### src/rtl/uart_pkg.sv
// Shared UART definitions: FSM state encoding, frame width and the baud divisor helper.
// Used by both the TX and RX paths.
package uart_pkg;

  localparam int unsigned UART_DATA_BITS = 8;

  typedef enum logic [2:0] {
    ST_IDLE,
    ST_START,
    ST_DATA,
    ST_PARITY,
    ST_STOP
  } uart_state_e;

  // Clock cycles per bit, rounded to nearest.
  function automatic int unsigned clks_per_bit(input int unsigned clk_freq,
                                               input int unsigned baud);
    return (clk_freq + baud / 2) / baud;
  endfunction

endpackage

### src/rtl/uart_tx_if.sv
// User-side byte handshake and serial line of the UART transmitter.
// master: user logic offering bytes; slave: the transmitter.
interface uart_tx_if;
  import uart_pkg::*;

  logic [UART_DATA_BITS-1:0] tx_data;
  logic                      tx_valid;
  logic                      tx_ready;
  logic                      txd;
  logic                      tx_busy;

  modport master (
    output tx_data,
    output tx_valid,
    input  tx_ready,
    input  tx_busy,
    input  txd
  );

  modport slave (
    input  tx_data,
    input  tx_valid,
    output tx_ready,
    output tx_busy,
    output txd
  );

endinterface

### src/rtl/uart_baud_tick.sv
// Bit-period counter shared by the UART TX and RX paths.
// Counts 0..CLKS_PER_BIT-1 while enabled; tick marks the last cycle of each bit period.
module uart_baud_tick #(
  parameter int unsigned CLKS_PER_BIT = 868
) (
  input  logic clk,
  input  logic rst,
  input  logic clr,
  input  logic en,
  output logic tick
);

  localparam int unsigned CNT_W = (CLKS_PER_BIT > 1) ? $clog2(CLKS_PER_BIT) : 1;
  localparam logic [CNT_W-1:0] CNT_LAST = CNT_W'(CLKS_PER_BIT - 1);

  logic [CNT_W-1:0] cnt_q, cnt_d;

  assign tick = en && (cnt_q == CNT_LAST);

  // Next count: clear on request or when idle, wrap at end of bit period.
  always_comb begin
    cnt_d = cnt_q;
    if (clr || !en) begin
      cnt_d = '0;
    end else if (tick) begin
      cnt_d = '0;
    end else begin
      cnt_d = cnt_q + CNT_W'(1);
    end
  end

  // Counter register.
  always_ff @(posedge clk or negedge rst) begin
    if (!rst) begin
      cnt_q <= '0;
    end else begin
      cnt_q <= cnt_d;
    end
  end

endmodule

### src/rtl/uart_tx.sv
// UART transmitter, 8N1 by default, LSB first, registered txd.
// Define UART_TX_PARITY_EN to insert an even-parity bit (8E1).
module uart_tx
  import uart_pkg::*;
#(
  parameter int unsigned CLK_FREQ  = 100_000_000,
  parameter int unsigned BAUD_RATE = 115_200
) (
  input  logic       clk,
  input  logic       rst,
  uart_tx_if.slave   bus
);

  localparam int unsigned CLKS_PER_BIT = clks_per_bit(CLK_FREQ, BAUD_RATE);

  if (CLKS_PER_BIT < 2) begin : g_cpb_check
    $error("uart_tx: CLKS_PER_BIT must be at least 2");
  end

  uart_state_e               state_q, state_d;
  logic [UART_DATA_BITS-1:0] shift_q, shift_d;
  logic [2:0]                bit_idx_q, bit_idx_d;
  logic                      txd_q, txd_d;
  logic                      accept;
  logic                      tick;
  logic                      baud_clr;
  logic                      baud_en;
`ifdef UART_TX_PARITY_EN
  logic                      parity_q;
`endif

  assign accept   = bus.tx_valid && (state_q == ST_IDLE);
  assign baud_clr = (state_d != state_q);
  assign baud_en  = (state_q != ST_IDLE);

  uart_baud_tick #(
    .CLKS_PER_BIT(CLKS_PER_BIT)
  ) u_baud_tick (
    .clk (clk),
    .rst (rst),
    .clr (baud_clr),
    .en  (baud_en),
    .tick(tick)
  );

  // Frame sequencing and shift register next state.
  always_comb begin
    state_d   = state_q;
    shift_d   = shift_q;
    bit_idx_d = bit_idx_q;
    unique case (state_q)
      ST_IDLE: begin
        if (accept) begin
          state_d   = ST_START;
          shift_d   = bus.tx_data;
          bit_idx_d = 3'd0;
        end
      end
      ST_START: begin
        if (tick) state_d = ST_DATA;
      end
      ST_DATA: begin
        if (tick) begin
          shift_d   = shift_q >> 1;
          bit_idx_d = bit_idx_q + 3'd1;
          if (bit_idx_q == 3'd7) begin
`ifdef UART_TX_PARITY_EN
            state_d = ST_PARITY;
`else
            state_d = ST_STOP;
`endif
          end
        end
      end
`ifdef UART_TX_PARITY_EN
      ST_PARITY: begin
        if (tick) state_d = ST_STOP;
      end
`endif
      ST_STOP: begin
        if (tick) state_d = ST_IDLE;
      end
      default: state_d = ST_IDLE;
    endcase
  end

  // Line level for the current state; registered below so txd lags state by one clock.
  always_comb begin
    txd_d = 1'b1;
    unique case (state_q)
      ST_START:  txd_d = 1'b0;
      ST_DATA:   txd_d = shift_q[0];
`ifdef UART_TX_PARITY_EN
      ST_PARITY: txd_d = parity_q;
`endif
      default:   txd_d = 1'b1;
    endcase
  end

  // State, shift register, bit index and output flop.
  always_ff @(posedge clk or negedge rst) begin
    if (!rst) begin
      state_q   <= ST_IDLE;
      shift_q   <= '0;
      bit_idx_q <= 3'd0;
      txd_q     <= 1'b1;
    end else begin
      state_q   <= state_d;
      shift_q   <= shift_d;
      bit_idx_q <= bit_idx_d;
      txd_q     <= txd_d;
    end
  end

`ifdef UART_TX_PARITY_EN
  // Even parity of the byte, taken at capture so later tx_data changes cannot leak in.
  always_ff @(posedge clk or negedge rst) begin
    if (!rst) begin
      parity_q <= 1'b0;
    end else if (accept) begin
      parity_q <= ^bus.tx_data;
    end
  end
`endif

  assign bus.txd      = txd_q;
  assign bus.tx_ready = (state_q == ST_IDLE);
  assign bus.tx_busy  = (state_q != ST_IDLE);

endmodule

### src/flat_wrapper.sv
// flat-port wrapper written by rule: the top's interface ports become plain ports
module uart_tx_flat import uart_pkg::*;
#(
  parameter int unsigned CLK_FREQ  = 100_000_000,
  parameter int unsigned BAUD_RATE = 115_200
)
  (clk, rst, bus_tx_data, bus_tx_valid, bus_tx_ready, bus_tx_busy, bus_txd);
  uart_tx_if bus_i ();
  input  logic clk;
  input  logic rst;
  input wire logic [$bits(bus_i.tx_data)-1:0] bus_tx_data;
  input wire logic [$bits(bus_i.tx_valid)-1:0] bus_tx_valid;
  output wire logic [$bits(bus_i.tx_ready)-1:0] bus_tx_ready;
  output wire logic [$bits(bus_i.tx_busy)-1:0] bus_tx_busy;
  output wire logic [$bits(bus_i.txd)-1:0] bus_txd;
  assign bus_i.tx_data = bus_tx_data;
  assign bus_i.tx_valid = bus_tx_valid;
  assign bus_tx_ready = bus_i.tx_ready;
  assign bus_tx_busy = bus_i.tx_busy;
  assign bus_txd = bus_i.txd;
  uart_tx #(.CLK_FREQ(CLK_FREQ), .BAUD_RATE(BAUD_RATE)) u_core (.clk(clk), .rst(rst), .bus(bus_i));
endmodule
### config.mk
export PLATFORM = sky130hd
export DESIGN_NAME = uart_tx_flat
export DESIGN_NICKNAME = d
export VERILOG_FILES = /design/src/rtl/uart_pkg.sv /design/src/rtl/uart_tx_if.sv /design/src/rtl/uart_baud_tick.sv /design/src/rtl/uart_tx.sv /design/src/flat_wrapper.sv
export SDC_FILE = /design/constraint.sdc
export NUM_CORES = 1
export LEC_CHECK = 0
export CORE_AREA = 3 3 55 57
export DETAILED_ROUTE_END_ITERATION = 8
export DIE_AREA = 0 0 58 60
export PLACE_DENSITY_LB_ADDON = 0.1
export SLEW_MARGIN = 20
export SYNTH_ARGS = -nofsm -noshare
export SYNTH_HDL_FRONTEND = slang
export SYNTH_HIERARCHICAL = 1
export SYNTH_SLANG_ARGS = --single-unit
export TNS_END_PERCENT = 5
### constraint.sdc
create_clock -name clk -period 2.85 [get_ports clk]
set_input_delay 0.4275 -clock clk [delete_from_list [all_inputs] [get_ports clk]]
set_output_delay 0.4275 -clock clk [all_outputs]
set_load 0.02 [all_outputs]
==> flow_results.org <==
** Run status
- Outcome :: completed

** Die
- The floorplan step defined a die boundary enclosing 3480 µm².
- The core region is ~2500 µm².
- Starting Density :: between 50% and 60%
- Height of the die :: 60 µm
- In this run the count of I/O pins placed on the die edge is 14.
- After floorplanning, the core was divided into 18 placement rows.
- Die X-Extent :: 58 µm

** Global route
- Global routing used around a fifth of the available met1 tracks.
- Global Route Usage Sum :: between 10% and 20%
- The first global-routing pass estimated between 4000 and 5000 µm of wire.
- GRT met2 Usage :: a little over a quarter
- Entering global routing, the biggest net connects 26 pins.
- The number of global-route vias before repair is 978.
- Sum of overflow across all layers after global routing :: 0
- Layer with the highest usage :: met2
- For met3 alone, demand over resource in global routing was around 3.7%.
- Antenna violations before repair :: 0

** STA
- After layout, the minimum clock period comes to 2.39 ns.
- Final Skew :: between 0.006 and 0.007 ns
- For this run, the top clock speed supported by timing is between 400 and 500 MHz.
- For the pin with the worst max-slew slack, the measured transition is between 0.4 and 0.5 ns.
- Setup repair after global routing left no endpoint under its margin.
- Summed over all failing endpoints, the final setup total negative slack is 0 ns.
- In this run the tightest slew margin relative to its limit is between 60% and 70%.
- The final-report hold violation count was 0.
- Setup violations remaining at the end of the flow were counted as 0.
- The count of pins over their slew limit came to 0.
- Final setup slack of the worst path :: 0.459 ns
- The final critical path takes up around 84% of the cycle.

** CTS
- The later pin in the worst-skew pair is clocked with a latency of about 0.32 ns.
- TritonCTS built the clock tree.
- In this run the clock root is driven by a sky130_fd_sc_hd__clkbuf_4.
- Clock-pin slew was measured on the worst setup and hold paths at approximately 0.14 ns.
- Number of H-tree levels :: 1
- Number of sinks handled by clock tree synthesis :: 25
- Maximum count of clock buffers along a single path :: 2
- Post-CTS repair changed the size of 0 cells.
- TritonCTS created 3 clock buffers.
- After clock tree synthesis, the flow added hold-fix buffers numbering 0.
- In this run the post-CTS setup repair buffer count came out at 0.

** Yosys
- Summed over its instances, the top area cell type makes up 42.6% of the synthesized netlist area.
- In this run, distinct cell masters in the synthesized netlist total 41.
- Synthesis inferred 25 register bits.
- In the post-synthesis netlist, the biggest area contributors are sky130_fd_sc_hd__dfrtp_1, sky130_fd_sc_hd__mux2_4, sky130_fd_sc_hd__mux2_2.
- After synthesis the cells add up to 1410 µm².
- Mapped Cells :: around 130
- Warning count from the yosys run :: 6
- Largest area contributor in the netlist :: sky130_fd_sc_hd__dfrtp_1
- Sequential fraction of the synthesis area :: 44.4%
- Counting every net in the synthesized netlist gives 139.
- After synthesis, the mean cell area works out to between 10 and 15 µm².

** Setup path
- Worst path required time :: around 3.1 ns
- Element type at the critical path end :: register
- Cell class contributing the biggest share of worst-path delay :: simple AND/OR/NAND/NOR gates
- Worst R2R Start :: u_core/state_q[0]$_DFF_PN0_
- The critical path starts at u_core/state_q[0]$_DFF_PN0_.
- The worst setup path is of the register to register kind.
- Measured in cells, the most critical reg-to-reg path has a length of 11.
- Stages on worst setup path :: 11
- The worst setup path is launched from a register.
- In this run the worst setup path terminates at u_core/u_baud_tick/cnt_q[6]$_DFF_PN0_.
- Slowest CP cell :: sky130_fd_sc_hd__dfrtp_1
- The endpoint identified for the worst register-to-register timing path is u_core/u_baud_tick/cnt_q[6]$_DFF_PN0_.
- Setup slack on the worst flop-to-flop path :: ~0.46 ns
- Largest incremental delay on the critical path :: between 0.4 and 0.5 ns
- Together, buffers and inverters on the worst path number 1.
- Arrival time at the worst endpoint :: approximately 2.6 ns
- Along the worst path, the maximum fanout reaches 10.
- CP Cell Sequence :: or2_0 -> nor2_2 -> inv_1 -> nand4bb_4 -> nor3_1 -> or3b_1 -> o22ai_1 -> nor2_1 -> nor2b_1 -> o31ai_4 -> a21oi_1

** Placed design
- At the end of routability-driven placement, the weighted congestion stood at about 0.82.
- OpenSTA, run right after detailed placement, puts the worst setup slack at between 0.5 and 0.6 ns.
- Post-placement cell count :: about 170
- Count of input and output buffers :: 13
- Summed over all nets, the half-perimeter wirelength after detailed placement is roughly 1800 µm.

** Layout
- Count of inserted antenna diode cells :: 0
- Excluding fillers, the count of instances in the completed layout stands at around 170.
- The net count of the finished layout is about 160.
- The multi-input combinational cells in the finished layout cover a total of between 700 and 800 µm².
- The area growth from synthesis to layout is 13.5%.
- For this run, the share of the core covered by cells in the final layout is about 63%.
- Across the whole layout, storage elements account for between 600 and 700 µm².
- The post-route netlist has 24.1% of its cells at a drive strength greater than 1.
- Number of inserted filler cells in the final layout :: roughly 210

** Route
- In the routed design, unresolved DRC markers number 0.
- The routed design has ~2500 µm of wire.
- Total vias in the final route :: 990
- Routed wire length per instance :: about 15 µm
- The detail route stage leaves a number of antenna-violating nets equal to 0.
- Dividing the detail-routed via count by the number of cells gives 5.79.
- Before antenna repair, the detailed router went through 3 iterations.
- Number of design-rule violations left by the first detailed-router iteration :: 25

** Pwr
- Total power for the finished layout comes to 837 µW.
- Dividing total power by cell area gives a power density of roughly 520 nW/µm².
- Leakage power :: roughly 0.66 nW
- Max IR drop VDD :: 0.395 mV

** Worst hold path
- HP Class :: input port to async pin

** Flow run
- Max-cap viol count :: 0
[report_power, final]
group	internal (mW)	total [mW]	switching [mW]	leakage [nW]
registers	0.414	0.484	0.0701	0.308
clock network	0.0525	0.159	0.106	0.0177
logic	0.104	0.194	0.0901	0.339
total	0.570	0.837	0.266	0.665
[registers in the layout, indices dropped and copies added (netlist names)]
name / flops
u_core/bit_idx_q: 3
u_core/bus.txd: 1
u_core/state_q: 3
u_core/shift_q: 8
u_core/u_baud_tick/cnt_q: 10
[placed cells by master (no fill, tap or decap), types with 2 or more instances in the layout]
master / netlist / routed
sky130_fd_sc_hd__a21oi_1: 7 / 7
sky130_fd_sc_hd__a22o_1: 2 / 2
sky130_fd_sc_hd__buf_4: 0 / 4
sky130_fd_sc_hd__clkbuf_4: 0 / 3
sky130_fd_sc_hd__clkdlybuf4s50_1: 0 / 13
sky130_fd_sc_hd__dfrtp_1: 24 / 24
sky130_fd_sc_hd__ha_1: 3 / 3
sky130_fd_sc_hd__inv_1: 5 / 5
sky130_fd_sc_hd__mux2_2: 8 / 8
sky130_fd_sc_hd__mux2_4: 7 / 7
sky130_fd_sc_hd__nand2_1: 6 / 6
sky130_fd_sc_hd__nand3_1: 4 / 4
sky130_fd_sc_hd__nand4_1: 3 / 3
sky130_fd_sc_hd__nor2_1: 9 / 8
sky130_fd_sc_hd__nor2b_1: 2 / 2
sky130_fd_sc_hd__nor3_1: 3 / 3
sky130_fd_sc_hd__o21ai_0: 6 / 6
sky130_fd_sc_hd__o22ai_1: 2 / 2
sky130_fd_sc_hd__o2bb2ai_1: 2 / 2
sky130_fd_sc_hd__o31ai_1: 2 / 2
sky130_fd_sc_hd__or3_1: 2 / 2
sky130_fd_sc_hd__xnor2_1: 2 / 2
sky130_fd_sc_hd__xor2_1: 2 / 2
[cells in the mapped netlist]
master,instances
sky130_fd_sc_hd__mux2i_2,1
sky130_fd_sc_hd__dfrtp_1,24
sky130_fd_sc_hd__o21bai_1,1
sky130_fd_sc_hd__o2bb2ai_1,2
sky130_fd_sc_hd__nand4b_1,1
sky130_fd_sc_hd__or3_1,2
sky130_fd_sc_hd__nand3_1,4
sky130_fd_sc_hd__nor3_1,3
sky130_fd_sc_hd__dfstp_2,1
sky130_fd_sc_hd__o22ai_1,2
sky130_fd_sc_hd__ha_1,3
sky130_fd_sc_hd__nor2_8,1
sky130_fd_sc_hd__or4_1,1
sky130_fd_sc_hd__or2_0,1
sky130_fd_sc_hd__mux2_4,7
sky130_fd_sc_hd__or3_2,1
sky130_fd_sc_hd__o21ai_0,6
sky130_fd_sc_hd__nand2b_1,1
sky130_fd_sc_hd__buf_2,3
sky130_fd_sc_hd__nand4bb_4,1
sky130_fd_sc_hd__nand3_2,1
sky130_fd_sc_hd__o31ai_1,2
sky130_fd_sc_hd__a22o_1,2
sky130_fd_sc_hd__a21o_1,1
sky130_fd_sc_hd__mux2i_1,1
sky130_fd_sc_hd__or3b_1,1
sky130_fd_sc_hd__nor2b_1,2
sky130_fd_sc_hd__or2_2,1
sky130_fd_sc_hd__a21oi_2,1
sky130_fd_sc_hd__inv_1,5
sky130_fd_sc_hd__o22a_1,1
sky130_fd_sc_hd__nor2_1,9
sky130_fd_sc_hd__nand4_1,3
sky130_fd_sc_hd__o31ai_4,1
sky130_fd_sc_hd__or4_4,1
sky130_fd_sc_hd__mux2_2,8
sky130_fd_sc_hd__xnor2_1,2
sky130_fd_sc_hd__nand2_1,6
sky130_fd_sc_hd__xor2_1,2
sky130_fd_sc_hd__a21oi_1,7
sky130_fd_sc_hd__buf_6,2
[layer usage]
| layer | wire length [µm] | up-vias |
|---|---|---|
| met1 | 1190 | 490 |
| met5 | 0 | - |
| met3 | 113 | 2 |
| met2 | 1170 | 14 |
| li1 | - | 484 |
| met4 | 14 | 0 |
[cell families (layout without fill, tap and decap cells)]
group | Yosys count | count (layout) | synth area share (%)
xor+xnor | 4 | 4 | 2.48
compound gates | 26 | 26 | 12.9
buf+inv | 10 | 26 | 3.99
mux | 17 | 17 | 15.5
fa+ha+maj | 3 | 3 | 2.66
simple gates | 40 | 40 | 18.1
flops | 25 | 25 | 44.4
[worst reg2reg max path, delay by kind of cell, from the launching register on]
family	cells	cell delay, ns
and+or+nand+nor	7	1.25
DFF	1	0.49
AOI/OAI and AO/OA	3	0.49
buffers and inverters	1	0.09
[cell type report]
type,instances,share of cell area (%)
clock buffer,3,1.41
tap,30,2.34
multi-input combinational,90,45.6
timing repair buffer,17,10.0
clock inverter,1,0.312
sequential,25,39.1
inverter,5,1.17
[worst min path at each step]
stage | startpoint | endpoint | slack (ns) | cells past startpoint
global placement | u_core/u_baud_tick/cnt_q[0]$_DFF_PN0_ | u_core/u_baud_tick/cnt_q[0]$_DFF_PN0_ | 0.48 | 1
global route | rst | u_core/u_baud_tick/cnt_q[8]$_DFF_PN0_ | 0.45 | 2
finish | rst | u_core/shift_q[0]$_DFFE_PN0P_ | 0.45 | 2
detailed placement | u_core/u_baud_tick/cnt_q[0]$_DFF_PN0_ | u_core/u_baud_tick/cnt_q[0]$_DFF_PN0_ | 0.49 | 1
floorplan | rst | u_core/bit_idx_q[0]$_DFFE_PN0P_ | 0.13 | 0
CTS | rst | u_core/shift_q[0]$_DFFE_PN0P_ | 0.44 | 2
[stage by stage]
step           hold slack [ns]  instance area [µm²]
4_1_cts                  0.445                 1600
3_5_place_dp             0.491                 1570
2_1_floorplan            0.132                 1410
3_3_place_gp             0.478                 1570
5_1_grt                  0.452                 1600
6_report                 0.449                 1600
Note: power is estimated with default switching activity, not from simulation.
